File: src/rtl/fetch_pkg.sv
// Shared types and constants for the instruction fetch front end.
// The optional misaligned-fetch trap is enabled with FETCH_MISALIGN_TRAP_EN.
package fetch_pkg;

    localparam int ADDR_W  = 64;
    localparam int INSTR_W = 32;
    localparam int PC_STEP = 4;

    localparam logic [ADDR_W-1:0] RESET_PC = 64'h0000_0000_8000_0000;

    // Exception cause code reported for a misaligned instruction fetch.
    localparam logic [3:0] CAUSE_MISALIGNED_FETCH = 4'd0;

    typedef struct packed {
        logic [ADDR_W-1:0]  pc;
        logic [INSTR_W-1:0] instr;
        logic               fault;
    } fetch_entry_t;

endpackage

File: src/rtl/fetch_queue.sv
// Small synchronous FIFO of fetch entries; flush wins over pop and may load one entry.
// The head reads as all-zero while the queue is empty.
module fetch_queue
    import fetch_pkg::*;
#(
    parameter int DEPTH = 4,
    localparam int CW = $clog2(DEPTH) + 1
) (
    input  logic          i_clk,
    input  logic          i_arstn,
    input  logic          push,
    input  logic          pop,
    input  logic          flush,
    input  fetch_entry_t  din,
    output logic [CW-1:0] count,
    output logic          empty,
    output logic          full,
    output fetch_entry_t  head
);

    localparam int AW = $clog2(DEPTH);

    fetch_entry_t  mem [DEPTH];
    logic [AW-1:0] rd_ptr;
    logic [AW-1:0] wr_ptr;
    logic          do_push;
    logic          do_pop;

    assign empty   = (count == '0);
    assign full    = (count == CW'(DEPTH));
    assign do_pop  = pop && !empty;
    assign do_push = push && !full;
    assign head    = empty ? '0 : mem[rd_ptr];

    always_ff @(posedge i_clk or negedge i_arstn) begin
        if (!i_arstn) begin
            rd_ptr <= '0;
            wr_ptr <= '0;
            count  <= '0;
        end else if (flush) begin
            // A flush may carry one entry in (the fault marker), landing in slot 0.
            rd_ptr <= '0;
            wr_ptr <= push ? AW'(1) : '0;
            count  <= push ? CW'(1) : '0;
        end else begin
            if (do_push) wr_ptr <= wr_ptr + 1'b1;
            if (do_pop)  rd_ptr <= rd_ptr + 1'b1;
            count <= count + CW'(do_push) - CW'(do_pop);
        end
    end

    always_ff @(posedge i_clk) begin
        if (flush && push) begin
            mem[0] <= din;
        end else if (!flush && do_push) begin
            mem[wr_ptr] <= din;
        end
    end

endmodule

File: src/rtl/fetch_unit.sv
// Instruction fetch front end: credit-limited sequential fetch, response queue, redirect flush.
// Define FETCH_MISALIGN_TRAP_EN to turn misaligned redirects into a single faulting entry.
module fetch_unit #(
    parameter int                ADDR_W   = fetch_pkg::ADDR_W,
    parameter int                DEPTH    = 4,
    parameter logic [ADDR_W-1:0] RESET_PC = fetch_pkg::RESET_PC
) (
    input  logic              i_clk,
    input  logic              i_arstn,
    output logic              o_req_valid,
    input  logic              i_req_ready,
    output logic [ADDR_W-1:0] o_req_addr,
    input  logic              i_rsp_valid,
    input  logic [31:0]       i_rsp_data,
    output logic              o_valid,
    input  logic              i_ready,
    output logic [31:0]       o_instr,
    output logic [ADDR_W-1:0] o_pc,
    output logic              o_fault,
    input  logic              i_redirect,
    input  logic [ADDR_W-1:0] i_redirect_pc
);

    import fetch_pkg::*;

    localparam int CW = $clog2(DEPTH) + 1;

    // Handshakes: a transfer happens on a rising edge where valid and ready are both high.
    // A valid source holds its payload until accepted; responses have no ready and are never stalled.

    logic              started;
    logic              halted;
    logic [ADDR_W-1:0] req_pc;
    logic [ADDR_W-1:0] rsp_pc;
    logic [ADDR_W-1:0] redirect_pc;
    logic [CW-1:0]     in_flight;
    logic [CW-1:0]     drop_cnt;
    logic [CW-1:0]     q_count;
    logic [CW-1:0]     live_cnt;
    logic [CW:0]       credit_used;
    logic              misalign;
    logic              issue;
    logic              rsp_keep;
    logic              push;
    logic              pop;
    logic              q_empty;
    logic              q_full;
    fetch_entry_t      push_entry;
    fetch_entry_t      head;

`ifdef FETCH_MISALIGN_TRAP_EN
    assign redirect_pc = i_redirect_pc;
    assign misalign    = i_redirect && (i_redirect_pc[1:0] != 2'b00);
    assign o_fault     = head.fault;
`else
    logic unused_fault;
    assign redirect_pc  = i_redirect_pc & ~ADDR_W'(3);
    assign misalign     = 1'b0;
    assign o_fault      = 1'b0;
    assign unused_fault = head.fault;
`endif

    // Live fetches exclude stale ones still owed by memory; modular difference is exact.
    assign live_cnt    = in_flight - drop_cnt;
    assign credit_used = {1'b0, live_cnt} + {1'b0, q_count};

    assign o_req_valid = started && !halted && !i_redirect && (credit_used < (CW+1)'(DEPTH));
    assign o_req_addr  = req_pc;
    assign issue       = o_req_valid && i_req_ready;
    assign rsp_keep    = i_rsp_valid && (drop_cnt == '0);
    assign push        = i_redirect ? misalign : rsp_keep;
    assign pop         = !i_redirect && !q_empty && i_ready;

    assign o_valid = !q_empty;
    assign o_instr = head.instr;
    assign o_pc    = head.pc;

    always_comb begin
        push_entry = '{pc: rsp_pc, instr: i_rsp_data, fault: 1'b0};
        if (misalign) begin
            push_entry = '{pc: redirect_pc, instr: '0, fault: 1'b1};
        end
    end

    always_ff @(posedge i_clk or negedge i_arstn) begin
        if (!i_arstn) begin
            started   <= 1'b0;
            halted    <= 1'b0;
            req_pc    <= RESET_PC;
            rsp_pc    <= RESET_PC;
            in_flight <= '0;
            drop_cnt  <= '0;
        end else begin
            started   <= 1'b1;
            in_flight <= in_flight + CW'(issue) - CW'(i_rsp_valid);
            if (i_redirect) begin
                // Everything still owed by memory, minus this cycle's arrival, is stale.
                req_pc   <= redirect_pc;
                rsp_pc   <= redirect_pc;
                drop_cnt <= in_flight - CW'(i_rsp_valid);
                halted   <= misalign;
            end else begin
                if (issue)    req_pc <= req_pc + ADDR_W'(PC_STEP);
                if (rsp_keep) rsp_pc <= rsp_pc + ADDR_W'(PC_STEP);
                if (i_rsp_valid && drop_cnt != '0) drop_cnt <= drop_cnt - 1'b1;
            end
        end
    end

    fetch_queue #(.DEPTH(DEPTH)) u_queue (
        .i_clk   (i_clk),
        .i_arstn (i_arstn),
        .push    (push),
        .pop     (pop),
        .flush   (i_redirect),
        .din     (push_entry),
        .count   (q_count),
        .empty   (q_empty),
        .full    (q_full),
        .head    (head)
    );

    a_no_overflow: assert property (@(posedge i_clk) disable iff (!i_arstn)
        !(push && !i_redirect && q_full));

endmodule

File: config.mk
export PLATFORM = sky130hd
export DESIGN_NAME = fetch_unit
export DESIGN_NICKNAME = d
export VERILOG_FILES = /design/src/rtl/fetch_pkg.sv /design/src/rtl/fetch_queue.sv /design/src/rtl/fetch_unit.sv
export SDC_FILE = /design/constraint.sdc
export NUM_CORES = 1
export LEC_CHECK = 0
export CORE_MARGIN = 3
export CORE_UTILIZATION = 51
export CTS_CLUSTER_SIZE = 28
export DETAILED_ROUTE_END_ITERATION = 7
export PLACE_DENSITY = 0.79
export SLEW_MARGIN = 5
export SYNTH_ARGS = -nofsm -noshare
export SYNTH_HDL_FRONTEND = slang
export SYNTH_HIERARCHICAL = 1
export SYNTH_SLANG_ARGS = --single-unit
File: constraint.sdc
create_clock -name i_clk -period 10.65 [get_ports i_clk]
set_input_delay 2.13 -clock i_clk [delete_from_list [all_inputs] [get_ports i_clk]]
set_output_delay 2.13 -clock i_clk [all_outputs]
set_load 0.01 [all_outputs]
After elaboration in Yosys (flattened, before gate mapping)
Memories as Yosys holds them, arrays and structs flattened.
Index checks and enable logic that the tools add are counted.
- RAM bits: 384
- word-level logic and storage cells: 69
- input port bits: 102
- memories: 1
- output and inout port bits: 163
- register bits: 142
- memory list (memory ; words ; bits a word ; rd ports ; clocked after memory_dff ; write ports ; line ; RTL):
    u_queue.mem ; 4 ; 96 ; 1 ; 0 ; 1 ; fetch_queue.sv:23 ; fetch_entry_t mem [DEPTH];
- multiplexer cells: 23
- add/sub/neg operators: 12
- reduce and logical (&&, ||, !) cells: 23
- magnitude comparators: 1
- equality and inequality tests: 1
- operators by type and width (kind ; number):
    $mux 64 ; 4
    $add 64x3->64 const B ; 2
    $mux 97 ; 1
    $mux 96 ; 1
    $reduce_or 96->1 ; 1
    $logic_and 1x1->1 ; 11
    $mux 2 ; 5
    $reduce_bool 2->1 ; 5
    $mux 1 ; 9
    $mux 3 ; 3
    $sub 3x1->3 ; 3
    $add 3x1->3 ; 2
    $logic_not 3->1 ; 2
    $add 2x1->2 const B ; 2
    $add 3x3->4 ; 1
    $lt 4x3->1 const B ; 1
    $eq 3x3->1 const B ; 1
    $logic_not 1->1 ; 3
    $reduce_bool 3->1 ; 1
    $sub 3x1->3 const B ; 1
    $sub 3x3->3 ; 1

Logic depth before layout (Yosys ltp)
- word-level depth: 10
- depth in mapped cells: 20
- depth with buffers taken out: 16

Hierarchy
Netlist, hierarchy kept.
- by module, submodules not included (module ; sequential area each (um2) ; times used ; cells each ; area an instance (um2)):
    fetch_queue ; 11826.3 ; 1 ; 657 ; 15115.7
    fetch_unit ; 3280.6 ; 1 ; 851 ; 7749.9

Worst setup path before layout
OpenSTA, ideal clock, no wires.
- path type: input-to-reg
- from: input port i_redirect
- to: memory u_queue/mem[2][0] in the netlist's numbering, enable pin
- data required time: 9.859 ns
- data arrival time: 12.391 ns
- path slack: -2.532 ns
- path buffers: 4
- cell stages on the path: 7
- setup time: 0.791 ns
- path through: clkbuf_1 clkbuf_1 buf_1 buf_1 nor2_1 nand2_1 nor4_1
- cells in the longest elaborated chain, start to end: 8
- elaborated cells between the ends (all ways): 13
- those cells by class: mux (8); reduce/logical (5)
- ends and longest elaborated chain (what ; line ; RTL):
    start, declared ; fetch_unit.sv:20 ; input logic i_redirect,
    $mux 1 (*) ; fetch_unit.sv:71 ; assign push = i_redirect ? misalign : rsp_keep;
    named net push ; fetch_unit.sv:44 ; logic push;
    $logic_and 1x1->1 ; fetch_queue.sv:32 ; assign do_push = push && !full;
    $logic_and 1x1->1 ; fetch_queue.sv:55 ; end else if (!flush && do_push) begin
    $mux 1 ; fetch_queue.sv:55 ;
    $mux 1 ; fetch_queue.sv:53 ; if (flush && push) begin
    $mux 1 (implied by the code) ; fetch_queue.sv:56 ; mem[wr_ptr] <= din;
    $reduce_or 96->1 (no source line) ; - ;
    $mux 2 (no source line) / $mux 1 (equally long branches) ; - ;
    end, declared ; fetch_queue.sv:23 ;
Mark *: on every way through the listed nets, which the timed path passes. The rest lies on a longest branch.

Worst setup path after layout
- from: register u_queue.rd_ptr[0]
- to: output port o_instr[8]
- cells in the longest elaborated chain, start to end: 2
- ends and longest elaborated chain (what ; line ; RTL):
    start, declared ; fetch_queue.sv:24 ; logic [AW-1:0] rd_ptr;
    start signal, assigned ; fetch_queue.sv:47 ; if (do_pop) rd_ptr <= rd_ptr + 1'b1;
    $mem_v2 4x96 ; - ;
    $mux 97 ; fetch_queue.sv:33 ; assign head = empty ? '0 : mem[rd_ptr];
    end, declared ; fetch_unit.sv:17 ; output logic [31:0] o_instr,
No other way between the ends.

==> flow_metrics.env <==
export IMPL_power_frac_seq=0.489
export IMPL_io_buffers=259
export IMPL_max_freq_mhz=158
export IMPL_hold_violations=0
export IMPL_cp_arrival_ps=4190
export IMPL_total_power_mw=5.03
export IMPL_antenna_found_initial=2
export IMPL_max_stage_delay_ps=830
export IMPL_tightest_slew_ps=1160
export IMPL_io_pins=265
export IMPL_fin_crit_sh=0.593
export IMPL_p_per_area_mw_per_mm2=183
export IMPL_grt_pass1_vias=14300
export IMPL_die_w_um=217
export IMPL_coreArea_mm2=0.0436
export IMPL_cts_resized=0
export IMPL_status="complete, no violations"
export IMPL_power_switching_mw=1.30
export IMPL_clk_pin_slew_ps=60
export IMPL_clockRootBuffer="clkbuf_16"
export IMPL_end_kind="primary output"
export IMPL_fin_setup_tns_ps=0
export IMPL_grt_total_usage=0.242
export IMPL_grt_max_degree=78
export IMPL_drive_above_1_share=0.138
export IMPL_drtAntennaViolNets=0
export IMPL_required_ps=8520
export IMPL_grt_pass1_wl_um=86700
export IMPL_drt_iter0_markers=1339
export IMPL_vias_per_cell=5.92
export IMPL_cp_cell_sequence="buf_4, buf_4, mux4_2, nor2b_1, clkdlybuf4s50_1"
export IMPL_cts_setup_buffers=0
export IMPL_cp_start_kind="flip-flop"
export IMPL_final_max_slew_viol_count=0
export IMPL_h_tree_depth=2
export IMPL_hpwlAfterDp_um=37300
export IMPL_netSwitchingFraction=0.259
export IMPL_cp_common_cell="buf_4"
export IMPL_cts_inserted_buffers=52
export IMPL_rows=76
export IMPL_layout_area_overhead_vs_synth_pct=21.2
export IMPL_hp_class="flip-flop to flip-flop"
export IMPL_cp_max_fo=40
export IMPL_p_leak_nw=9.28
export IMPL_clk_latency_ps=590
export IMPL_slowest_stage="dfrtp_4"
export IMPL_yosysWarnings=6
export IMPL_cts_tree="done"
export IMPL_p_comb_frac=0.162
export IMPL_slew_headroom=0.221
export IMPL_finalSetupViolations=0
export IMPL_p_int_mw=3.73
export IMPL_globalplace_congestion=0.920
export IMPL_syn_inst=1501
export IMPL_route_detailed_drc=0
export IMPL_die_area_mm2=0.0471
export IMPL_vdd_drop_max_mv=0.114
export IMPL_cts_path_max_buffers=3
export IMPL_cts_hold_buf=0
export IMPL_maxCapViolations=0
export IMPL_finalNetCount=1890
export IMPL_grt_overflow=0
export IMPL_syn_avg_cell_area_um2=15.1
export IMPL_vias=14200
export IMPL_start_util=0.522
export IMPL_cts_sinks=522
export IMPL_wirelength_um=56700
export IMPL_clkPwrFrac=0.349
export IMPL_worstSetupPathType="flip-flop to primary output"
export IMPL_rsz0062_at_grt="false"
export IMPL_first_pass_iters=7
export IMPL_synth_cell_area_mm2=0.0227
export IMPL_wl_per_cell_um=23.6
export IMPL_fin_worst_skew_ps=15.3
export IMPL_die_h_um=217
export IMPL_min_period_ps=6320
critical path, delay by kind of cell, from the launching register on:
family / cells / cell delay [ps]
AND/OR/NAND/NOR: 1 / 160
flip-flops: 1 / 830
multiplexers: 1 / 600
buffers and inverters: 3 / 1910
final timing paths:
check	start	end	slack, ps	cells past startpoint
worst max-delay path	u_queue/rd_ptr[0]$_DFFE_PN0P_	o_instr[8]	4330	5
max in group asynchronous	i_arstn	u_queue/rd_ptr[1]$_DFFE_PN0P_	7560	2
worst min register to register	in_flight[0]$_DFF_PN0_	in_flight[0]$_DFF_PN0_	510	1
worst max register to register	in_flight[0]$_DFF_PN0_	o_req_addr[47]$_DFFE_PN0P_	6440	16
min in group asynchronous	i_arstn	o_req_addr[14]$_DFFE_PN0P_	1520	1
worst min-delay path	in_flight[0]$_DFF_PN0_	in_flight[0]$_DFF_PN0_	510	1
cell type report:
class                           instances  area, um2
Fill cell                            3233      16000
Inverter                               28        105
Timing Repair Buffer                  278       2730
Clock buffer                           69       1420
Tap cell                              585        732
Antenna cell                            2       5.00
Sequential cell                       522      15000
Clock inverter                         28        213
Multi-Input combinational cell        890       7340
flip-flops by register name, summed over array words and instances (netlist names):
| name | cells |
|---|---|
| u_queue/wr_ptr | 2 |
| u_queue/mem | 384 |
| o_req_addr | 62 |
| started | 1 |
| u_queue/count | 3 |
| rsp_pc | 62 |
| drop_cnt | 3 |
| in_flight | 3 |
| u_queue/rd_ptr | 2 |
stage by stage:
step           hold slack (ps)  setup slack [ps]  cells  area (um2)  utilization
6_report                   512              4330   2402       27500        0.632
5_1_grt                    544              3950   2400       27500        0.632
3_3_place_gp               492              4810   2303       25900        0.595
2_1_floorplan              478              1620   1511       22800            -
4_1_cts                    516              4180   2400       27500        0.632
3_5_place_dp               501              4810   2303       25900        0.595
routing by layer:
| metal | up-vias | part of all wire | track usage |
|---|---|---|---|
| li1 | 6275 | - | - |
| met4 | 2 | 0.036 | 0.0885 |
| met1 | 7224 | 0.40 | 0.329 |
| met5 | - | 0.00025 | 0 |
| met3 | 119 | 0.080 | 0.0546 |
| met2 | 598 | 0.48 | 0.387 |
power groups by stage:
stage / clock, mW / sequential, mW / combinational [mW]
after detailed placement: 0 / 2.50 / 0.816
after global routing: 1.87 / 2.48 / 0.879
after CTS: 1.79 / 2.46 / 0.822
after floorplan: 0 / 2.48 / 0.409
final: 1.76 / 2.46 / 0.814
after global placement: 0 / 2.49 / 0.800
cells in the final DEF (no fill, tap or decap), types with 20 or more instances in the layout:
cell type,n
a21oi_1,22
and3_1,24
buf_4,20
clkbuf_16,53
clkdlybuf4s50_1,257
dfrtp_1,134
edfxtp_1,384
inv_1,27
mux2_2,26
mux4_2,96
nand2_1,105
nand3_1,73
nand4_1,40
nor2_1,57
nor2b_1,89
nor4_1,20
o211ai_1,21
o21ai_0,50
xnor2_1,50
xor2_1,41
Note: power is estimated with default switching activity, not from simulation.
